===== config.mk =====
export PLATFORM = sky130hd
export DESIGN_NAME = data_mem_mp
export DESIGN_NICKNAME = d
export VERILOG_FILES = /design/src/rtl/data_mem_mp.sv
export SDC_FILE = /design/constraint.sdc
export NUM_CORES = 1
export LEC_CHECK = 0
export ABC_AREA = 1
export BUFFER_PORTS_ARGS = -buffer_cell sky130_fd_sc_hd__buf_4
export CELL_PAD_IN_SITES_DETAIL_PLACEMENT = 1
export CELL_PAD_IN_SITES_GLOBAL_PLACEMENT = 2
export CORE_MARGIN = 3
export CORE_UTILIZATION = 32
export DETAILED_ROUTE_END_ITERATION = 6
export GPL_TIMING_DRIVEN = 0
export MAX_ROUTING_LAYER = met4
export PLACE_DENSITY = 0.94
export SETUP_SLACK_MARGIN = 0.05
export SLEW_MARGIN = 20
export SYNTH_ARGS = -nofsm -noshare
export SYNTH_HDL_FRONTEND = slang
export SYNTH_SLANG_ARGS = --single-unit
export TNS_END_PERCENT = 1

===== constraint.sdc =====
create_clock -name clk -period 4.7 [get_ports clk]
set_input_delay 0.94 -clock clk [delete_from_list [all_inputs] [get_ports clk]]
set_output_delay 0.94 -clock clk [all_outputs]
set_load 0.1 [all_outputs]

===== src/rtl/data_mem_mp.sv =====
// Multi-read-port register file with optional write-to-read bypass, a
// cycle-by-cycle clear sweep and dropped-write reporting.
//
// Ports:
//   clk        clock, all state updates on the rising edge
//   reset_n    asynchronous active-low reset
//   r_addr     packed read addresses, port i = [i*ADDR_W +: ADDR_W]
//   r_data     packed read data, port i = [i*DATA_W +: DATA_W] (combinational)
//   w_flag     write enable
//   w_add      write address
//   w_data     write data
//   clear_req  start a clear sweep (level sampled at the rising edge)
//   busy       clear sweep in progress
//   w_drop     one-cycle pulse: the write of the previous cycle was discarded
//   debug      contents of entry 0, never bypassed
module data_mem_mp #(
  parameter int unsigned DATA_W = 16,
  parameter int unsigned DEPTH  = 4,
  parameter int unsigned ADDR_W = 2,
  parameter int unsigned NUM_RD = 3,
  parameter int unsigned BYPASS = 1
) (
  input  logic                     clk,
  input  logic                     reset_n,
  input  logic [NUM_RD*ADDR_W-1:0] r_addr,
  output logic [NUM_RD*DATA_W-1:0] r_data,
  input  logic                     w_flag,
  input  logic [ADDR_W-1:0]        w_add,
  input  logic [DATA_W-1:0]        w_data,
  input  logic                     clear_req,
  output logic                     busy,
  output logic                     w_drop,
  output logic [DATA_W-1:0]        debug
);

  // One extra bit so DEPTH == 2**ADDR_W still compares correctly.
  localparam logic [ADDR_W:0]   DepthL  = (ADDR_W+1)'(DEPTH);
  localparam logic [ADDR_W-1:0] LastIdx = ADDR_W'(DEPTH - 1);

  typedef enum logic {StIdle, StClear} state_e;

  state_e              state_q, state_d;
  logic [ADDR_W-1:0]   cnt_q, cnt_d;
  logic                sweep_en;
  logic                w_drop_q;
  logic [DATA_W-1:0]   mem_q [DEPTH];

  logic w_in_range;
  logic w_accept;
  logic w_discard;

  assign w_in_range = {1'b0, w_add} < DepthL;
  assign w_accept   = w_flag && (state_q == StIdle) && w_in_range;
  assign w_discard  = w_flag && !w_accept;

  // FSM next state and sweep counter.
  always_comb begin
    state_d  = state_q;
    cnt_d    = cnt_q;
    sweep_en = 1'b0;
    unique case (state_q)
      StIdle: begin
        if (clear_req) begin
          state_d = StClear;
          cnt_d   = '0;
        end
      end
      StClear: begin
        sweep_en = 1'b1;
        if (cnt_q == LastIdx) begin
          state_d = StIdle;
          cnt_d   = '0;
        end else begin
          cnt_d = cnt_q + 1'b1;
        end
      end
    endcase
  end

  always_ff @(posedge clk or negedge reset_n) begin
    if (!reset_n) begin
      state_q  <= StIdle;
      cnt_q    <= '0;
      w_drop_q <= 1'b0;
    end else begin
      state_q  <= state_d;
      cnt_q    <= cnt_d;
      w_drop_q <= w_discard;
    end
  end

  // Writes are only accepted in idle and the sweep only runs in clear,
  // so the two updates never target the array in the same cycle.
  always_ff @(posedge clk or negedge reset_n) begin
    if (!reset_n) begin
      for (int k = 0; k < int'(DEPTH); k++) begin
        mem_q[k] <= '0;
      end
    end else begin
      if (w_accept) begin
        mem_q[w_add] <= w_data;
      end
      if (sweep_en) begin
        mem_q[cnt_q] <= '0;
      end
    end
  end

  for (genvar i = 0; i < int'(NUM_RD); i++) begin : g_rd
    logic [ADDR_W-1:0] ra;
    logic              ra_in_range;
    logic [DATA_W-1:0] rd;

    assign ra          = r_addr[i*ADDR_W +: ADDR_W];
    assign ra_in_range = {1'b0, ra} < DepthL;

    // w_accept already excludes the sweep, so no bypass while busy.
    always_comb begin
      rd = '0;
      if ((BYPASS != 0) && w_accept && (w_add == ra)) begin
        rd = w_data;
      end else if (ra_in_range) begin
        rd = mem_q[ra];
      end
    end

    assign r_data[i*DATA_W +: DATA_W] = rd;
  end

  assign busy   = (state_q == StClear);
  assign w_drop = w_drop_q;
  assign debug  = mem_q[0];

endmodule


# Word level (Yosys, flattened, before mapping)
# Index checks and enable logic that the tools add are counted.
# totals
n_memories,0
latch_bits,0
inputBits,28
wordCells,62
mem_bits_rw,0
romBits,0
regBits,68
# classes
shift,0
add_sub_neg,1
n_eq_ne,5
div_mod_pow,0
magnitude_cmp,7
mux,26
mul,0
reduce_logical,8
n_bitwise,8
# op_table
operator,count
$mux 16,11
$mux 64,2
$bmux 16 s2,3
$and 64x64->64,1
$bwmux 64,1
$demux 16 s2,2
$not 64->64,1
$ge 3x3->1 const B,5
$not 2->3,5
$logic_and 1x1->1,7
$eq 2x2->1,3
$lt 3x1->1 const B,2
$mux 2,2
$pmux 2 s2,1
$mux 1,3
$add 2x1->2 const B,1
$eq 2x2->1 const B,1
$ne 2x2->1 const B,1
$pmux 1 s2,1
$logic_not 1->1,1
$not 1->1,1

# Depth between registers and ports, before layout
# Gate-level depths: netlist (run 1).
# depth
word_depth,9
ltp_mapped,8
depth_no_buf,6

# Worst setup path after synthesis (run 1)
# No wires, ideal clock.
# synth_timing
path_type,reg-to-output
start,"register state_q, in the netlist busy"
end,output r_data[10]
path_stages_with_launch,9
required_time_ns,3.760
path_buffers,2
arrival_ns,2.364
setup_slack_ns,1.396
cell_sequence,dfrtp_1 > buf_6 > clkinv_2 > nand2_4 > nor2_4 > nand3_4 > buf_6 > nand2_1 > nand2_1
# synth_via
elab_chain_len,4
# synth_rtl
item,line_no,text
from (decl),42,"state_e state_q, state_d;"
from (signal assigned),82,state_q <= StIdle;
from (signal assigned),86,state_q <= state_d;
$not 1->1,53,assign w_accept = w_flag && (state_q == StIdle) && w_in_range;
$logic_and 1x1->1,53,
$logic_and 1x1->1,120,if ((BYPASS != 0) && w_accept && (w_add == ra)) begin
$mux 16,120,
to (decl),26,"output logic [NUM_RD*DATA_W-1:0] r_data,"
# Every way passes these cells.

# Final worst setup path (run 1)
# layout_timing
start,input w_add[1]
end,output r_data[22]
# layout_via
elab_chain_len,3
# layout_rtl
item,line_no,text
from (decl),28,"input logic [ADDR_W-1:0] w_add,"
$eq 2x2->1,120,
$logic_and 1x1->1,120,
$mux 16,120,
# Every way passes these cells.

==> results.ini, run 1 <==
[run_status]
status = complete, no violations

[yosys]
yosysWarnings = 0
synthTopCellsByArea = dfrtp_1 (28%), nand2_1 (27%), nand4_1 (10%)
syn_nets = 1055
ys_ff_latch = 68
syn-instance-count = 1023
synth_edf_count = 0
netlist_area_sq_um = 5980
ys_async_sr_fraction_pct = 100
synth_seq_area_share_pct = 28.4
synth_ff_type = dfrtp_1
ys_top_cells_by_count = nand2_1 (431), nor2_1 (132), nand3_1 (96), nand4_1 (96), inv_1 (87)
yosys.area.top_type = dfrtp_1
synth_top_area_share_pct = 28.4
synth.avg_cell_area_sq_um = 5.85
yosysMostFrequentCell = nand2_1
synth_cell_types = 24

[critical_path]
critPathLaunchType = input port
path_max_fanout = 10
r2r-end = mem_q[13]$_DFF_PN0_
ff2ff_path_depth = 5
cp.required_ps = 3760
r2r_slack_ps = 3000
critPathKind = in -> out
r2r_start = cnt_q[0]$_DFFE_PN0P_
cp-startpoint = w_add[1]
cp_data_arrival_time_ps = 2490
worstSetupEndpoint = r_data[22]
critPathCaptureType = output pin

[timing]
setup_slack_ps = 1270
finalHoldViolations = 0
rsz0062_at_grt = no
relSlewSlack_pct = 35.1
fin_crit_ps = 3430
setup_tns_ps = 0
finalCritPeriodShare_pct = 73.1
finalClockSkew_ps = 4.05
setup_violations = 0
worst_pin_slew_ps = 973
max_freq_mhz = 291
drv_slew = 0

[global_routing]
grt_max_degree = 69
antenna_found_initial = 0
grt_util_all_layers_pct = 24.6
grt_pass1_wl_um = 38000
met1_usage_pct = 32.2
grt_use_met2_pct = 40.6
globalRouteOverflowTotal = 0
grtUsageMet3_pct = 3.05
grt_busiest_layer = met2
grt_pass1_vias = 7004

[cts]
clockBufferDepth = 2
hold_buffers = 0
clk_pin_slew_ps = 60
post_cts_buffers = 0
cts_tree = yes
cts_sinks = 68
insertion_delay_ps = 350
ctsHtreeMaxLevel = 3
cts-resized-gates = 0
cts_buffers = 9
cts_root_buf = clkbuf_16

[power_and_ir_drop]
p_comb_share_pct = 65.9
power_density_nw_per_um2 = 687
p_sw_w = 0.00292
p_total_w = 0.00497
leakagePower_nw = 4.31
power.clock.fraction_pct = 14.4
pwr-share-seq_pct = 19.6
p_sw_share_pct = 58.7
intPower_w = 0.00205
ir_drop_mv = 0.362

[final_layout]
diodes = 0
layoutNonFillerInstCount = 1355
syn2layout_area_growth_pct = 20.8
seq_area_sq_um = 1700
multi_input_area_sq_um = 3440
fin_area_sq_um = 7230
fillers = 2484
nNetsFinal = 1153
drive_gt1_share_pct = 15.5

[routing]
first_pass_iters = 5
avgRoutedWirePerCell_um = 17.6
initialDrtViolationCount = 403
drt-vias-per-instance = 5.10
drc = 0
vias = 6912
drt_wl_total_um = 23800
drt.antenna.violating_nets = 0

[die]
start_util_pct = 33.0
die-width_um = 143
core_sq_um = 18100
design.portCount = 94
fp-row-count = 49
dieArea_sq_um = 20400
die_h_um = 143

[placement]
place.gp.congestion = 0.915
pre_cts_slack_ps = 1260
dpl.hpwl_um = 19500
placed_cell_area_sq_um = 6920
io_buffers = 87
dp_cells = 1339

[worst_hold_path]
hold_path.class = reg -> reg

[run]
max_cap_viol_count = 0

registers in the layout, indices dropped and copies added (netlist names):
name	cells
busy	1
cnt_q	2
debug	16
mem_q	48
w_drop	1
power by group through the flow:
| stage | combinational [W] | sequential [W] | clock (W) |
|---|---|---|---|
| 6_report | 0.00327 | 0.000975 | 0.000717 |
| 5_1_grt | 0.00356 | 0.00101 | 0.000756 |
| 4_1_cts | 0.00330 | 0.000978 | 0.000727 |
| 3_5_place_dp | 0.00329 | 0.000987 | 0 |
| 3_3_place_gp | 0.00324 | 0.000973 | 0 |
| 2_1_floorplan | 0.00251 | 0.000988 | 0 |
cell type report:
type / count / share of cell area, %
timing repair buffer: 87 / 9.04
multi-input combinational: 777 / 47.7
clock buffer: 13 / 3.60
clock inverter: 3 / 0.623
sequential: 68 / 23.5
tap: 229 / 3.96
inverter: 93 / 4.85
buffer: 85 / 6.72
placed cells by master (no fill, tap or decap):
master | netlist | routed
buf_4 | 23 | 110
buf_1 | 4 | 4
nand3_4 | 3 | 3
nand4_1 | 96 | 96
a22o_1 | 1 | 1
nor2_1 | 132 | 132
nor2_2 | 1 | 1
nor2_4 | 3 | 3
a21oi_1 | 1 | 1
nor3_4 | 3 | 3
clkbuf_8 | 0 | 2
clkbuf_1 | 29 | 31
buf_6 | 7 | 7
nand2_1 | 431 | 431
bufinv_16 | 0 | 1
clkbuf_16 | 0 | 9
inv_1 | 87 | 87
dfrtp_1 | 68 | 68
o21ai_0 | 1 | 1
nand3_2 | 1 | 1
ha_1 | 4 | 4
inv_2 | 5 | 5
buf_2 | 22 | 22
clkinvlp_4 | 0 | 2
nand2_4 | 1 | 1
nand3_1 | 96 | 96
nand2_2 | 3 | 3
clkinv_2 | 1 | 1
per-stage QoR:
stage	util, %	hold WS, ps
2_1_floorplan	-	480
3_3_place_gp	38.1	492
3_5_place_dp	38.1	501
4_1_cts	39.8	514
5_1_grt	39.8	548
6_report	39.8	510
kinds of logic after synthesis:
family / count (synthesis) / share of synthesized area, %
compound gates: 3 / 0.314
fa+ha+maj: 4 / 0.837
buf+inv: 178 / 14.0
flops: 68 / 28.4
simple gates: 770 / 56.4
how the worst min path moves through the flow:
stage | startpoint | end | slack (ps) | depth (start not counted)
finish | mem_q[46]$_DFF_PN0_ | mem_q[46]$_DFF_PN0_ | 510 | 2
global route | mem_q[25]$_DFF_PN0_ | mem_q[25]$_DFF_PN0_ | 550 | 2
CTS | mem_q[39]$_DFF_PN0_ | mem_q[39]$_DFF_PN0_ | 510 | 2
detailed placement | mem_q[38]$_DFF_PN0_ | mem_q[38]$_DFF_PN0_ | 500 | 2
global placement | mem_q[41]$_DFF_PN0_ | mem_q[41]$_DFF_PN0_ | 490 | 2
floorplan | mem_q[22]$_DFF_PN0_ | mem_q[22]$_DFF_PN0_ | 480 | 2
metal layers:
metal  vias to the layer above  wire (um)
li1                       3420          -
met1                      3286      11000
met2                       176      11300
met3                        30        998
met4                         0        541
met5                         -          0
worst max-delay path, stage by stage:
cell and delay (ps):
buf_4 120, inv_1 100, buf_4 210, nand2_1 270, nand3_4 240, buf_6 160
nand2_1 60, nand2_1 90, buf_4 290
Note: power is estimated with default switching activity, not from simulation.
==> inputs of run 2 (changes only) <==
--- a/config.mk
+++ b/config.mk
@@ -5,16 +5,16 @@
 export SDC_FILE = /design/constraint.sdc
 export NUM_CORES = 1
 export LEC_CHECK = 0
-export ABC_AREA = 1
+export ABC_AREA = 0
 export BUFFER_PORTS_ARGS = -buffer_cell sky130_fd_sc_hd__buf_4
 export CELL_PAD_IN_SITES_DETAIL_PLACEMENT = 1
 export CELL_PAD_IN_SITES_GLOBAL_PLACEMENT = 2
 export CORE_MARGIN = 3
-export CORE_UTILIZATION = 32
+export CORE_UTILIZATION = 34
 export DETAILED_ROUTE_END_ITERATION = 6
 export GPL_TIMING_DRIVEN = 0
 export MAX_ROUTING_LAYER = met4
-export PLACE_DENSITY = 0.94
+export PLACE_DENSITY = 0.86
 export SETUP_SLACK_MARGIN = 0.05
 export SLEW_MARGIN = 20
 export SYNTH_ARGS = -nofsm -noshare
==> constraint.sdc (replaced) <==
create_clock -name clk -period 3.1 [get_ports clk]
set_input_delay 0.62 -clock clk [delete_from_list [all_inputs] [get_ports clk]]
set_output_delay 0.62 -clock clk [all_outputs]
set_load 0.1 [all_outputs]
==> run 2 against run 1 <==
  * Hold slack got worse by 110 ps
  * Clock skew up 1.9 ps
  * Total power is 22% higher
  * Critical path type unchanged
  * Synthesized area fell by 14%
  * Critical endpoint is now r_data[11]
  * Final cell count decreased by 46%
  * Die area is 18% lower
==> results.ini, run 2 <==
[final_layout]
fin_util_pct = 42.9
final_cell_mix = nand2_1 (129), buf_4 (104), dfrtp_1 (68)
top_register = mem_q
largest_reg_flops = 48
layout_commonest_cell = nand2_1
syn2layout_area_growth_pct = 22.3
drive_gt1_share_pct = 36.5
diodes = 0
nNetsFinal = 578

[global_routing]
grt_pass1_vias = 4441
grt_max_degree = 69
grt_pass1_wl_um = 25000
grt_util_all_layers_pct = 20.6
antenna_found_initial = 0
globalRouteOverflowTotal = 0

[routing]
avgRoutedWirePerCell_um = 22.5
first_pass_iters = 4
drc = 0
vias = 4103
initialDrtViolationCount = 266
drt.antenna.violating_nets = 0
drt-vias-per-instance = 5.59
drt_wl_total_um = 16500

[yosys]
netlist_area_sq_um = 5150
synth_ff_type = dfrtp_1
ys_async_sr_fraction_pct = 100
yosys.area.top_type = dfrtp_1
yosysWarnings = 0
syn-instance-count = 449
ys_top_cells_by_count = nand2_1 (129), dfrtp_1 (68), a21oi_1 (64)
yosysMostFrequentCell = nand2_1
synth_edf_count = 0
ys_ff_latch = 68
synth_cell_types = 31
synth_top_area_share_pct = 33.0
syn_nets = 481
synth_seq_area_share_pct = 33.0
synthTopCellsByArea = dfrtp_1 (33%), mux4_1 (23%), nand2_1 (9.4%)
synth.avg_cell_area_sq_um = 11.5

[cts]
cts_buffers = 9
hold_buffers = 0
cts_tree = yes
clockBufferDepth = 2
ctsHtreeMaxLevel = 3
clk_pin_slew_ps = 50
insertion_delay_ps = 330
post_cts_buffers = 0
cts-resized-gates = 1
cts_sinks = 68
cts_root_buf = clkbuf_16

[placement]
dpl.hpwl_um = 11300
place.gp.congestion = 0.811
io_buffers = 86

[die]
fp-row-count = 44
die-width_um = 129
die_h_um = 129
core_sq_um = 14700
design.portCount = 94
start_util_pct = 35.0
dieArea_sq_um = 16700

[timing]
max_freq_mhz = 330
fin_crit_ps = 3030
finalCritPeriodShare_pct = 97.9
drv_slew = 0
setup_tns_ps = 0
relSlewSlack_pct = 39.8
finalClockSkew_ps = 5.93
setup_violations = 0
rsz0062_at_grt = yes
hold_ws_ps = 404
worst_pin_slew_ps = 903
finalHoldViolations = 0

[power_and_ir_drop]
p_sw_w = 0.00325
power_density_nw_per_um2 = 964
p_comb_share_pct = 61.2
intPower_w = 0.00282
leakagePower_nw = 3.11
pwr-share-seq_pct = 23.1
p_sw_share_pct = 53.6
power.clock.fraction_pct = 15.8
ir_drop_mv = 0.504

[critical_path]
cp_data_arrival_time_ps = 2410
path_max_fanout = 10
cp.required_ps = 2480
r2r_slack_ps = 1030
critPathCaptureType = output pin
critPathLaunchType = input port
critPathKind = in -> out

[run_status]
status = complete, no violations

[worst_hold_path]
hold_path.class = in -> async

[run]
max_cap_viol_count = 0

==> run 2: cell types whose count changed after synthesis, sizes merged, moves of 6 or more <==
cell,previous run,this run
nand2,435,129
nor2,136,0
nand3,100,3
nand4,96,0
inv,92,3
a21oi,1,64
mux2,0,48
mux4,0,48
clkbuf,29,12
buf,56,46
xnor2,0,6
==> run 2: layer usage <==
| metal | global-route usage (%) | share of wire [%] | vias up |
|---|---|---|---|
| met5 | - | 0 | - |
| li1 | - | - | 1823 |
| met4 | 5.87 | 0.94 | 0 |
| met2 | 34.5 | 52 | 134 |
| met3 | 3.09 | 5.3 | 14 |
| met1 | 26.0 | 42 | 2132 |
==> run 2: path summary, 6_finish.rpt <==
check / from / to / cells after the start
max in group asynchronous: reset_n / debug[2]$_DFF_PN0_ / 1
setup / recovery: r_addr[1] / r_data[11] / 5
setup reg to reg: cnt_q[0]$_DFFE_PN0P_ / debug[13]$_DFF_PN0_ / 6
hold reg to reg: mem_q[29]$_DFF_PN0_ / mem_q[29]$_DFF_PN0_ / 2
min in group clk: clear_req / cnt_q[1]$_DFFE_PN0P_ / 2
hold / removal: reset_n / debug[13]$_DFF_PN0_ / 1
==> run 2: cells by family after synthesis <==
| kind of cell | synth area share [%] |
|---|---|
| simple gates | 13.3 |
| mux | 37.1 |
| xor+xnor | 1.02 |
| compound gates | 6.51 |
| fa+ha+maj | 0.972 |
| flops | 33.0 |
| buf+inv | 8.04 |
==> run 2: per-stage QoR <==
step                      setup slack, ps  cell area, sq um  cells  power, W
after global routing                 31.6              6300    734   0.00633
final                                66.1              6300    734   0.00607
after global placement               63.2              6030    719   0.00504
after detailed placement             2.83              6030    719   0.00514
after CTS                            59.5              6300    734   0.00611
after floorplan                       390              5150    449   0.00432
==> run 2: critical path, stage by stage <==
cell and delay (ps):
buf_2 250, buf_1 610, mux4_1 420, mux2_4 270, buf_4 230
==> run 2: power by group through the flow <==
stage	registers, W	logic [W]	clock network [W]
global placement	0.00136	0.00367	0
global route	0.00144	0.00387	0.00102
CTS	0.00140	0.00374	0.000974
detailed placement	0.00141	0.00373	0
finish	0.00140	0.00371	0.000957
floorplan	0.00137	0.00295	0
==> run 2: cell type report <==
type,instances,area [sq um]
Sequential cell,68,1700
Clock buffer,14,264
Clock inverter,1,7.51
Tap cell,184,230
Timing Repair Buffer,86,646
Multi-Input combinational cell,320,3040
Buffer,58,405
Fill cell,1605,8400
Inverter,3,11.3
